File: config.mk
export PLATFORM = sky130hd
export DESIGN_NAME = dcache_controller
export DESIGN_NICKNAME = d
export VERILOG_FILES = /design/src/rtl/dcache_controller.sv
export SDC_FILE = /design/constraint.sdc
export NUM_CORES = 1
export LEC_CHECK = 0
export ABC_AREA = 0
export ABC_CLOCK_PERIOD_IN_PS = 3400
export CORE_AREA = 2 2 469 471
export DETAILED_ROUTE_END_ITERATION = 10
export DIE_AREA = 0 0 471 473
export GPL_TIMING_DRIVEN = 0
export PLACE_DENSITY = 0.37
export SYNTH_ARGS = -nofsm -noshare
export SYNTH_HDL_FRONTEND = slang
export SYNTH_SLANG_ARGS = --single-unit
File: constraint.sdc
create_clock -name clock_i -period 3.4 [get_ports clock_i]
set_input_delay 0.68 -clock clock_i [delete_from_list [all_inputs] [get_ports clock_i]]
set_output_delay 0.68 -clock clock_i [all_outputs]
set_load 0.005 [all_outputs]
File: src/rtl/dcache_controller.sv
// ---------------------------------------------------------------------------
// dcache_controller
//
// Sequences a 32-line direct-mapped, write-back / write-allocate data cache
// between the CPU load/store stage and a line-wide data memory. Hits are
// served combinationally. A miss stalls the CPU, writes back a dirty victim,
// refills the line, allocates it and then lets the access replay as a hit.
//
// State table
//   state       | meaning
//   ------------+----------------------------------------------------------
//   S_IDLE      | serve hits; on a miss launch writeback or refill
//   S_WRITEBACK | memory line write of the dirty victim, wait for ack
//   S_REFILL    | memory line read of the missing line, wait for ack
//   S_ALLOCATE  | one cycle: write refilled line into the array (clean)
//
// Ports
//   clock_i, rst_i           clock, asynchronous active-low reset
//   cpu_req_i/write/addr/data CPU access (held until stall_o is low)
//   cpu_data_o, stall_o      load data and CPU stall
//   cache_*_o                array enable, write strobe, index and write data
//   cache_*_i                stored valid/dirty/tag/line at cache_index_o
//   mem_enable_o/write/addr/data  line request to memory (registered)
//   mem_ack_i, mem_data_i    one-cycle completion pulse and refill line
// ---------------------------------------------------------------------------
module dcache_controller #(
  parameter int ADDR_W = 32,
  parameter int LINE_W = 256,
  parameter int WORD_W = 32
) (
  input  logic                 clock_i,
  input  logic                 rst_i,
  // CPU side
  input  logic                 cpu_req_i,
  input  logic                 cpu_write_i,
  input  logic [ADDR_W-1:0]    cpu_addr_i,
  input  logic [WORD_W-1:0]    cpu_data_i,
  output logic [WORD_W-1:0]    cpu_data_o,
  output logic                 stall_o,
  // cache array side
  output logic                 cache_enable_o,
  output logic                 cache_write_o,
  output logic [4:0]           cache_index_o,
  output logic                 cache_valid_o,
  output logic                 cache_dirty_o,
  output logic [ADDR_W-11:0]   cache_tag_o,
  output logic [LINE_W-1:0]    cache_data_o,
  input  logic                 cache_valid_i,
  input  logic                 cache_dirty_i,
  input  logic [ADDR_W-11:0]   cache_tag_i,
  input  logic [LINE_W-1:0]    cache_data_i,
  // memory side
  output logic                 mem_enable_o,
  output logic                 mem_write_o,
  output logic [ADDR_W-1:0]    mem_addr_o,
  output logic [LINE_W-1:0]    mem_data_o,
  input  logic                 mem_ack_i,
  input  logic [LINE_W-1:0]    mem_data_i
);

  localparam int OFF_W  = $clog2(LINE_W / 8);
  localparam int IDX_W  = 5;
  localparam int TAG_W  = ADDR_W - IDX_W - OFF_W;
  localparam int WSEL_W = $clog2(LINE_W / WORD_W);
  localparam int BIT_W  = $clog2(LINE_W);
  localparam int WBIT_W = $clog2(WORD_W);

  typedef enum logic [1:0] {
    S_IDLE      = 2'd0,
    S_WRITEBACK = 2'd1,
    S_REFILL    = 2'd2,
    S_ALLOCATE  = 2'd3
  } state_t;

  state_t              state_q, state_d;
  logic                mem_enable_q, mem_enable_d;
  logic                mem_write_q, mem_write_d;
  logic [ADDR_W-1:0]   mem_addr_q, mem_addr_d;
  logic [LINE_W-1:0]   mem_data_q, mem_data_d;
  logic [LINE_W-1:0]   refill_q, refill_d;

  logic [TAG_W-1:0]    addr_tag;
  logic [IDX_W-1:0]    addr_idx;
  logic [WSEL_W-1:0]   word_sel;
  logic [BIT_W-1:0]    word_lsb;
  logic                hit;
  logic [ADDR_W-1:0]   victim_addr;
  logic [ADDR_W-1:0]   refill_addr;
  logic [LINE_W-1:0]   merged_line;
  logic                unused_addr_bits;

  assign addr_tag    = cpu_addr_i[ADDR_W-1 -: TAG_W];
  assign addr_idx    = cpu_addr_i[OFF_W +: IDX_W];
  assign word_sel    = cpu_addr_i[OFF_W-1 -: WSEL_W];
  assign word_lsb    = {word_sel, {WBIT_W{1'b0}}};
  assign hit         = cache_valid_i && (cache_tag_i == addr_tag);
  assign victim_addr = {cache_tag_i, addr_idx, {OFF_W{1'b0}}};
  assign refill_addr = {cpu_addr_i[ADDR_W-1:OFF_W], {OFF_W{1'b0}}};

  // Byte-within-word bits play no part in a word-granular cache.
  assign unused_addr_bits = ^cpu_addr_i[OFF_W-WSEL_W-1:0];

  // CPU side: load data is always the addressed word of the stored line;
  // it is only meaningful on a hit in IDLE (stall_o low).
  assign cpu_data_o = cache_data_i[word_lsb +: WORD_W];
  assign stall_o    = (state_q != S_IDLE) || (cpu_req_i && !hit);

  assign cache_enable_o = cpu_req_i || (state_q != S_IDLE);
  assign cache_index_o  = addr_idx;

  always_comb begin
    merged_line = cache_data_i;
    merged_line[word_lsb +: WORD_W] = cpu_data_i;
  end

  // Array write port: either the store-hit merge in IDLE or the refilled
  // line during ALLOCATE. A store hit keeps the stored tag, which equals
  // the address tag by definition of a hit.
  always_comb begin
    cache_write_o = 1'b0;
    cache_valid_o = 1'b1;
    cache_dirty_o = 1'b1;
    cache_tag_o   = cache_tag_i;
    cache_data_o  = merged_line;
    if (state_q == S_ALLOCATE) begin
      cache_write_o = 1'b1;
      cache_dirty_o = 1'b0;
      cache_tag_o   = addr_tag;
      cache_data_o  = refill_q;
    end else if ((state_q == S_IDLE) && cpu_req_i && cpu_write_i && hit) begin
      cache_write_o = 1'b1;
    end
  end

  // Next-state and memory request. Memory outputs are registered and only
  // change on a state transition, so address/enable hold steady until ack.
  // A dropped cpu_req_i does not abort an in-flight miss.
  always_comb begin
    state_d      = state_q;
    mem_enable_d = mem_enable_q;
    mem_write_d  = mem_write_q;
    mem_addr_d   = mem_addr_q;
    mem_data_d   = mem_data_q;
    refill_d     = refill_q;
    case (state_q)
      S_IDLE: begin
        if (cpu_req_i && !hit) begin
          mem_enable_d = 1'b1;
          if (cache_valid_i && cache_dirty_i) begin
            state_d     = S_WRITEBACK;
            mem_write_d = 1'b1;
            mem_addr_d  = victim_addr;
            mem_data_d  = cache_data_i;
          end else begin
            state_d     = S_REFILL;
            mem_write_d = 1'b0;
            mem_addr_d  = refill_addr;
          end
        end
      end
      S_WRITEBACK: begin
        if (mem_ack_i) begin
          state_d     = S_REFILL;
          mem_write_d = 1'b0;
          mem_addr_d  = refill_addr;
        end
      end
      S_REFILL: begin
        if (mem_ack_i) begin
          state_d      = S_ALLOCATE;
          mem_enable_d = 1'b0;
          refill_d     = mem_data_i;
        end
      end
      S_ALLOCATE: begin
        state_d = S_IDLE;
      end
      default: begin
        state_d = S_IDLE;
      end
    endcase
  end

  always_ff @(posedge clock_i or negedge rst_i) begin
    if (!rst_i) begin
      state_q      <= S_IDLE;
      mem_enable_q <= 1'b0;
      mem_write_q  <= 1'b0;
      mem_addr_q   <= '0;
      mem_data_q   <= '0;
      refill_q     <= '0;
    end else begin
      state_q      <= state_d;
      mem_enable_q <= mem_enable_d;
      mem_write_q  <= mem_write_d;
      mem_addr_q   <= mem_addr_d;
      mem_data_q   <= mem_data_d;
      refill_q     <= refill_d;
    end
  end

  assign mem_enable_o = mem_enable_q;
  assign mem_write_o  = mem_write_q;
  assign mem_addr_o   = mem_addr_q;
  assign mem_data_o   = mem_data_q;

endmodule

**After elaboration in Yosys (flattened, before gate mapping)**

Cells that the tools add are included.
Widths: inputs -> output; s select.

- Flip-flop bits (word level): 548
- Input bits: 605
- Output and inout port bits: 610

- Add/subtract/negate cells: 1
- Equality and inequality tests: 7
- Shift-type cells: 3
- Mux-type cells: 21
- Reductions and logical operators: 18

Operators by type and width:

| operator | number |
|---|---|
| $bwmux 256 | 1 |
| $mux 256 | 1 |
| $shift 32x10->256 const A | 1 |
| $shiftx 256x9->32 | 1 |
| $shiftx 32x10->256 | 1 |
| $mux 32 | 3 |
| $pmux 32 s2 | 1 |
| $eq 22x22->1 | 1 |
| $mux 22 | 1 |
| $reduce_and 3->1 | 4 |
| $neg 8->10 | 1 |
| $mux 2 | 4 |
| $pmux 2 s4 | 1 |
| $mux 1 | 7 |
| $logic_and 1x1->1 | 6 |
| $reduce_bool 2->1 | 3 |
| $eq 2x2->1 const B | 2 |
| $ne 2x2->1 const B | 2 |
| $pmux 1 s2 | 2 |
| $eq 2x1->1 const B | 1 |
| $logic_not 2->1 | 1 |
| $logic_or 1x1->1 | 2 |
| $ne 2x1->1 const B | 1 |
| $reduce_and 2->1 | 1 |
| $logic_not 1->1 | 1 |

**Logic depth before layout (Yosys ltp)**

Gate-level depths: netlist of run 1.

- Depth in word-level cells: 6
- Mapped depth: 10
- Depth with buffers taken out: 9

**Worst setup path before layout of run 1**

No wires, ideal clock.

- Path type: in2out
- Start: input cpu_addr_i[4]
- End: output cache_data_o[130]
- Data arrival time: 2720 ps
- Required time: 2720 ps
- Setup slack: 0 ps
- Stages: 9
- Path buffers: 3
- Cell sequence: buf_2 -> clkinv_1 -> clkbuf_1 -> ha_1 -> nor4b_1 -> o21ai_1 -> clkbuf_1 -> mux2i_1 -> o21ai_0

- Word-level cells in the longest chain between the ends: 4

RTL lines:

| element | line | text |
|---|---|---|
| start: declaration | 36 | `input logic [ADDR_W-1:0] cpu_addr_i,` |
| $neg 8->10 * | 113 | `merged_line[word_lsb +: WORD_W] = cpu_data_i;` |
| $shiftx 32x10->256 / $shift 32x10->256 (equally long branches) | 113 |  |
| $bwmux 256 * | 113 |  |
| $mux 256 * | 125 | `if (state_q == S_ALLOCATE) begin` |
| end: declaration | 47 | `output logic [LINE_W-1:0] cache_data_o,` |

Mark *: on every way between the ends. The rest lies on a longest branch, timed or not.

**Final worst setup path of run 1**

- Start: input cpu_addr_i[3]
- End: output cpu_data_o[27]

- Word-level cells in the longest chain between the ends: 1

RTL lines:

| element | line | text |
|---|---|---|
| $shiftx 256x9->32 | 105 | `assign cpu_data_o = cache_data_i[word_lsb +: WORD_W];` |
| end: declaration | 38 | `output logic [WORD_W-1:0] cpu_data_o,` |

Every way passes these cells.

==> results.sh, run 1 <==
export IMPL_cellPowerDensity_nw_per_um2=829.5
export IMPL_fillerInstances=23400
export IMPL_layout_cells_non_filler=6962
export IMPL_skew_ns=0.02787
export IMPL_reg2reg_from="state_q[1]"
export IMPL_area_growth_pct=78.85
export IMPL_layout_nets=4624
export IMPL_drive_gt1_share_pct=40.21
export IMPL_grt_pass1_wl_mm=325.8
export IMPL_place_gp_congestion=0.8657
export IMPL_cts_sinks=543
export IMPL_cap_violations=0
export IMPL_grt_util_all_layers_pct=22.29
export IMPL_max_freq_ghz=0.2792
export IMPL_crit_path_end_kind="output pin"
export IMPL_period_needed_ns=3.581
export IMPL_initial_core_util_pct=13.68
export IMPL_synth_edff_count=0
export IMPL_worstPathRequired_ns=2.72
export IMPL_clk_path_buf_depth=3
export IMPL_numCtsBuffers=81
export IMPL_portBuffers=1204
export IMPL_cp_slowest_stage_delay_ns=0.49
export IMPL_synth_seq_cells=543
export IMPL_fin_area_um2=53390
export IMPL_vdd_drop_max_mv=0.5017
export IMPL_core_area_um2=218200
export IMPL_overflow=0
export IMPL_clockRootBuffer="clkbuf_16"
export IMPL_layout_worst_path_cycle_share_pct=105.3
export IMPL_dp_cells=6627
export IMPL_rr_endpoint="refill_q[17]"
export IMPL_die_x_um=471
export IMPL_arrival_ns=2.90
export IMPL_viasPerCell=4.149
export IMPL_grt_pass1_vias=30410
export IMPL_max_slew_margin_pct=32.51
export IMPL_cts_htree_levels=3
export IMPL_dpl_cell_area_um2=45890
export IMPL_synth_cell_types=55
export IMPL_antenna_found_initial=46
export IMPL_routed_wl_mm=260.5
export IMPL_worst_pin_slew_ns=1.012
export IMPL_leakagePower_uw=0.02250
export IMPL_worst_setup_path_type="input port to output pin"
export IMPL_worstRegToRegCells=6
export IMPL_via_count=28880
export IMPL_ys_warn_count=0
export IMPL_crit_fanout=10
export IMPL_hold_violations=0
export IMPL_synthCells=2531
export IMPL_cts_tree="done"
export IMPL_p_total_uw=44290
export IMPL_cp_start_kind="input port"
export IMPL_drtIter0Drc=1700
export IMPL_min_delay_path_class="input port to asynchronous set/reset pin"
export IMPL_rsz0062_at_grt="yes"
export IMPL_r2r_slack_ns=-0.05
export IMPL_cpMostUsedCell="nand2_1"
export IMPL_clock_latency_ns=0.72
export IMPL_wire_per_inst_um=37.42
export IMPL_first_pass_iters=6
export IMPL_dieArea_um2=222800
export IMPL_violations="setup timing"
export IMPL_io_pins=1215
export IMPL_antenna_left=0
export IMPL_seq_area_frac_synth_pct=45.52
export IMPL_synth_main_ff_cell="dfrtp_1"
export IMPL_pre_cts_ws_ns=-4.818
export IMPL_netlist_area_um2=29850
export IMPL_slew_violations=0
export IMPL_dp_final_hpwl_mm=206.0
export IMPL_grt_max_degree=99
export IMPL_fp_dieH_um=473
export IMPL_setup_viol=193
export IMPL_path_cells="buf_4 > buf_6 > clkbuf_4 > mux4_2 > nand2_1 > nand2_1 > clkdlybuf4s50_1"
export IMPL_setup_ws_ns=-0.1811
export IMPL_rows=172
export IMPL_clkTransAtPathRegs_ns=0.05
export IMPL_status="finished, violations left"
export IMPL_drc=0
export IMPL_synthArstFlopShare_pct=100.0
export IMPL_syn_area_per_cell_um2=11.80
export IMPL_worst_path_max_delay_cell="clkdlybuf4s50_1"
-- how the worst max path moves through the flow --
stage	startpoint	to	slack (ns)	depth (start not counted)
after global placement	rst_i	mem_data_o[43]	-28.48	1
final	cpu_addr_i[3]	cpu_data_o[27]	-0.18	7
after floorplan	cpu_addr_i[4]	cache_data_o[130]	0.0003	9
after global routing	state_q[0]	cache_data_o[107]	-0.27	10
after detailed placement	cpu_addr_i[4]	cache_data_o[227]	-4.82	11
after CTS	state_q[0]	cache_data_o[143]	-0.30	9
-- metal layers --
metal / vias up / share of wire [%] / track usage (%)
met5: - / 0.040 / 0
met1: 15020 / 40 / 25.92
met4: 16 / 3.5 / 7.112
li1: 12220 / - / -
met2: 1329 / 50 / 39.39
met3: 294 / 6.7 / 6.080
-- critical path: cells and delay by family --
family	cells	cell delay, ns
multiplexers	1	0.34
AND/OR/NAND/NOR	2	0.41
buffers and inverters	4	1.41
-- registers in the layout, summed over array words and instances (netlist names) --
name          cells
mem_addr_o       27
mem_write_o       1
mem_enable_o      1
state_q           2
refill_q        256
mem_data_o      256
-- kinds of logic after synthesis --
logic type	share of synthesized area (%)
compound gates	11.59
mux	30.73
buf+inv	4.128
flops	45.52
fa+ha+maj	0.3772
other cells	0.02516
xor+xnor	0.5239
simple gates	7.112
-- layout make-up --
type	count	area [um^2]	area share, %
multi-input combinational	1742	16770	31.40
clock inverter	32	416.7	0.7803
sequential	543	13590	25.45
timing repair buffer	1396	14080	26.37
inverter	36	166.4	0.3117
clock buffer	112	2375	4.448
tap	2871	3592	6.728
buffer	210	2360	4.420
antenna	20	50.05	0.09373
-- through the flow --
step	utilization (%)	hold WS, ns	setup TNS (ns)
2_1_floorplan	-	0.3844	0
3_3_place_gp	20.86	0.4873	-
3_5_place_dp	21.03	0.4912	-1248.64
4_1_cts	23.85	0.004298	-68.78
5_1_grt	24.46	0.05114	-43.23
6_report	24.47	0.06485	-10.11
-- power breakdown --
| part | switching [uW] | leakage [uW] | internal (uW) |
|---|---|---|---|
| Clock | 3770 | 0.00137 | 5410 |
| Sequential | 2180 | 0.00649 | 9750 |
| Combinational | 11100 | 0.0146 | 12000 |
| Total | 17100 | 0.0225 | 27200 |
-- cell usage after synthesis, types with 13 or more instances --
cell type  number  area share [%]
a22oi_1       197             5.0
mux2_2        291              11
nand2_1       373             4.7
dfrtp_1       543              46
o21ai_0       268             4.5
nor2b_1        32            0.67
inv_1          34            0.43
mux4_2         64             4.8
buf_2          16            0.27
buf_6          27             1.0
clkbuf_1      152             1.9
xnor2_1        16            0.47
buf_4          13            0.33
nor2_1         39            0.49
a221oi_2       21             1.1
a21oi_1        21            0.35
mux2i_1        85             2.8
mux2_4        240              12
nor3b_1        19            0.48
-- cell usage in the layout (no fill, tap or decap), types with 19 or more instances in the layout --
master	instances
buf_2	129
clkbuf_2	49
clkbuf_4	26
nor2b_4	27
nand2_4	30
diode_2	20
nand2_2	79
o21ai_2	73
dfrtp_1	542
mux2_2	285
nand2_1	258
clkdlybuf4s50_1	893
buf_6	72
o21ai_0	101
mux4_2	64
a22oi_1	165
buf_12	66
dlymetal6s2s_1	28
nor3b_1	19
clkbuf_8	44
buf_4	111
clkbuf_16	127
o21ai_1	82
a221oi_2	21
inv_1	29
a21oi_1	21
mux2_4	246
mux2i_1	80
a22oi_2	32
nor2_1	30
dlygate4sd2_1	67
clkbuf_1	43
buf_8	22
-- timing repair --
item                                    4_1_cts  5_1_grt
pin swaps                                    48       10
cloned                                       12       16
resized for setup                          1358      687
endpoints found under the setup margin      436      487
hold buffers                                  0        0
setup buffers                                95       52
(Power assumes the default switching activity.)
==> run 2: changes to the inputs <==
--- a/config.mk
+++ b/config.mk
@@ -7,10 +7,12 @@
 export LEC_CHECK = 0
 export ABC_AREA = 0
 export ABC_CLOCK_PERIOD_IN_PS = 3400
+export CAP_MARGIN = 20
 export CORE_AREA = 2 2 469 471
 export DETAILED_ROUTE_END_ITERATION = 10
 export DIE_AREA = 0 0 471 473
 export GPL_TIMING_DRIVEN = 0
+export HOLD_SLACK_MARGIN = 0.03
 export PLACE_DENSITY = 0.37
 export SYNTH_ARGS = -nofsm -noshare
 export SYNTH_HDL_FRONTEND = slang
==> results.sh, run 2 (same netlist as run 1, synthesis figures left out) <==
export IMPL_use_met2_pct=39.15
export IMPL_fp_dieH_um=473
export IMPL_final_cell_mix="895 x clkdlybuf4s50_1, 542 x dfrtp_1, 287 x mux2_2"
export IMPL_p_total_uw=44700
export IMPL_grt_util_all_layers_pct=22.07
export IMPL_switching_share_pct=38.83
export IMPL_routed_wl_mm=259.5
export IMPL_core_area_um2=218200
export IMPL_area_growth_pct=80.14
export IMPL_initial_core_util_pct=13.68
export IMPL_numCtsBuffers=82
export IMPL_clk_path_buf_depth=3
export IMPL_antenna_found_initial=49
export IMPL_setup_viol=108
export IMPL_dp_final_hpwl_mm=208.6
export IMPL_overflow=0
export IMPL_grt_pass1_wl_mm=323.0
export IMPL_top_usage_layer="met2"
export IMPL_p_switching_uw=17360
export IMPL_cell_internal_pwr_uw=27350
export IMPL_violations="setup timing"
export IMPL_die_x_um=471
export IMPL_grt_pass1_vias=30230
export IMPL_rows=172
export IMPL_fin_area_um2=53780
export IMPL_layout_nets=4652
export IMPL_wire_per_inst_um=37.12
export IMPL_max_freq_ghz=0.2810
export IMPL_cts_tree="done"
export IMPL_crit_fanout=8
export IMPL_crit_path_end_kind="output pin"
export IMPL_met3_usage_pct=6.014
export IMPL_max_slew_margin_pct=32.25
export IMPL_place_gp_congestion=0.8657
export IMPL_combPwrFrac_pct=52.8
export IMPL_drive_gt1_share_pct=42.19
export IMPL_rsz0062_at_grt="yes"
export IMPL_clock_latency_ns=0.72
export IMPL_skew_ns=0.02981
export IMPL_portBuffers=1204
export IMPL_dpl_cell_area_um2=46360
export IMPL_setup_ws_ns=-0.1590
export IMPL_status="finished, violations left"
export IMPL_p_seq_share_pct=26.9
export IMPL_cts_htree_levels=3
export IMPL_arrival_ns=2.88
export IMPL_mostFrequentLayoutCell="clkdlybuf4s50_1"
export IMPL_period_needed_ns=3.559
export IMPL_clkTransAtPathRegs_ns=0.06
export IMPL_dp_cells=6664
export IMPL_grt_met1_usage_pct=25.63
export IMPL_clockRootBuffer="clkbuf_16"
export IMPL_slew_violations=0
export IMPL_hold_violations=0
export IMPL_grt_max_degree=99
export IMPL_cp_start_kind="register"
export IMPL_r2r_slack_ns=0.05
export IMPL_worst_setup_path_type="register to output pin"
export IMPL_dieArea_um2=222800
export IMPL_layout_worst_path_cycle_share_pct=104.7
export IMPL_vdd_drop_max_mv=0.5217
export IMPL_p_clk_share_pct=20.3
export IMPL_cellPowerDensity_nw_per_um2=831.3
export IMPL_via_count=29070
export IMPL_leakagePower_uw=0.02300
export IMPL_first_pass_iters=5
export IMPL_min_delay_path_class="input port to register"
export IMPL_worst_pin_slew_ns=1.016
export IMPL_antenna_left=0
export IMPL_drc=0
export IMPL_layout_cells_non_filler=6990
export IMPL_io_pins=1215
export IMPL_worstPathRequired_ns=2.72
export IMPL_cts_sinks=543
export IMPL_viasPerCell=4.159
export IMPL_drtIter0Drc=1641
export IMPL_whs_ns=0.4798
export IMPL_cap_violations=0
==> run 2: cell count changes in the layout (fill, tap and decap cells not counted), sizes merged, moves of 2 or more <==
| cell | delta |
|---|---|
| clkdlybuf4s50 | +2 |
| clkbuf | +4 |
| buf | +77 |
| clkdlybuf4s15 | -27 |
| dlygate4sd2 | -53 |
| clkinvlp | -2 |
| dlymetal6s2s | +32 |
| diode | -4 |
| bufinv | -3 |
| inv | +2 |
==> run 2: repair_timing <==
| item | CTS | global route |
|---|---|---|
| hold buffers | 1 | 0 |
| gates resized for setup | 1047 | 1224 |
| pin swaps | 41 | 34 |
| setup buffers | 59 | 91 |
| endpoints found under the hold margin | 14 | 0 |
| setup endpoints to repair | 409 | 457 |
| cloned | 2 | 17 |
==> run 2: through the flow <==
stage               setup slack [ns]  TNS (ns)  utilization [%]
detailed placement            -4.151  -1040.34            21.24
finish                       -0.1590    -5.711            24.64
CTS                          -0.4155    -97.88            23.55
global placement              -28.48         -            20.86
global route                 -0.3222    -32.94            24.63
floorplan                  0.0003320         0                -
==> run 2: layout make-up <==
class | count | area, um^2
Fill cell | 23350 | 164400
Multi-Input combinational cell | 1742 | 17100
Timing Repair Buffer | 1426 | 14270
Sequential cell | 543 | 13590
Tap cell | 2871 | 3592
Clock buffer | 120 | 2439
Buffer | 207 | 2276
Clock inverter | 29 | 310.3
Inverter | 36 | 168.9
Antenna cell | 16 | 40.04
==> run 2: worst paths after layout <==
check / start / endpoint / cells past startpoint
worst max-delay path: state_q[1] / cache_data_o[62] / 11
worst min-delay path: cache_tag_i[8] / mem_addr_o[18] / 3
worst max register to register: state_q[1] / refill_q[233] / 7
worst min register to register: refill_q[22] / refill_q[22] / 1
max in group asynchronous: rst_i / refill_q[37] / 4
min in group asynchronous: rst_i / refill_q[219] / 2
==> run 2: routing by layer <==
metal	share of wire, %	up-vias
met5	0.059	-
met4	3.8	24
met3	6.9	319
met2	49	1362
met1	40	15060
li1	-	12300
==> run 2: critical path, stage by stage, from the launching register on <==
cell and delay [ns]:
dfrtp_2 0.42, ha_4 0.20, buf_12 0.15, clkbuf_16 0.18
buf_16 0.16, clkbuf_16 0.19, buf_16 0.16, clkbuf_16 0.16
buf_16 0.15, nand2_4 0.10, o21ai_1 0.06, buf_2 0.15
==> run 2: power groups by stage <==
stage / Clock [uW] / Combinational, uW / Sequential (uW)
after detailed placement: 0 / 21200 / 11800
after global routing: 9610 / 24900 / 12400
final: 9070 / 23600 / 12000
after global placement: 0 / 20900 / 11800
after floorplan: 0 / 7780 / 11400
after CTS: 9410 / 21800 / 11800
==> run 3: changes to the inputs <==
--- a/config.mk
+++ b/config.mk
@@ -9,6 +9,7 @@
 export ABC_CLOCK_PERIOD_IN_PS = 3400
 export CAP_MARGIN = 20
 export CORE_AREA = 2 2 469 471
+export CTS_CLUSTER_SIZE = 12
 export DETAILED_ROUTE_END_ITERATION = 10
 export DIE_AREA = 0 0 471 473
 export GPL_TIMING_DRIVEN = 0
==> results of run 3 <==
Final layout, timing and power as in run 2 (identical DEF).
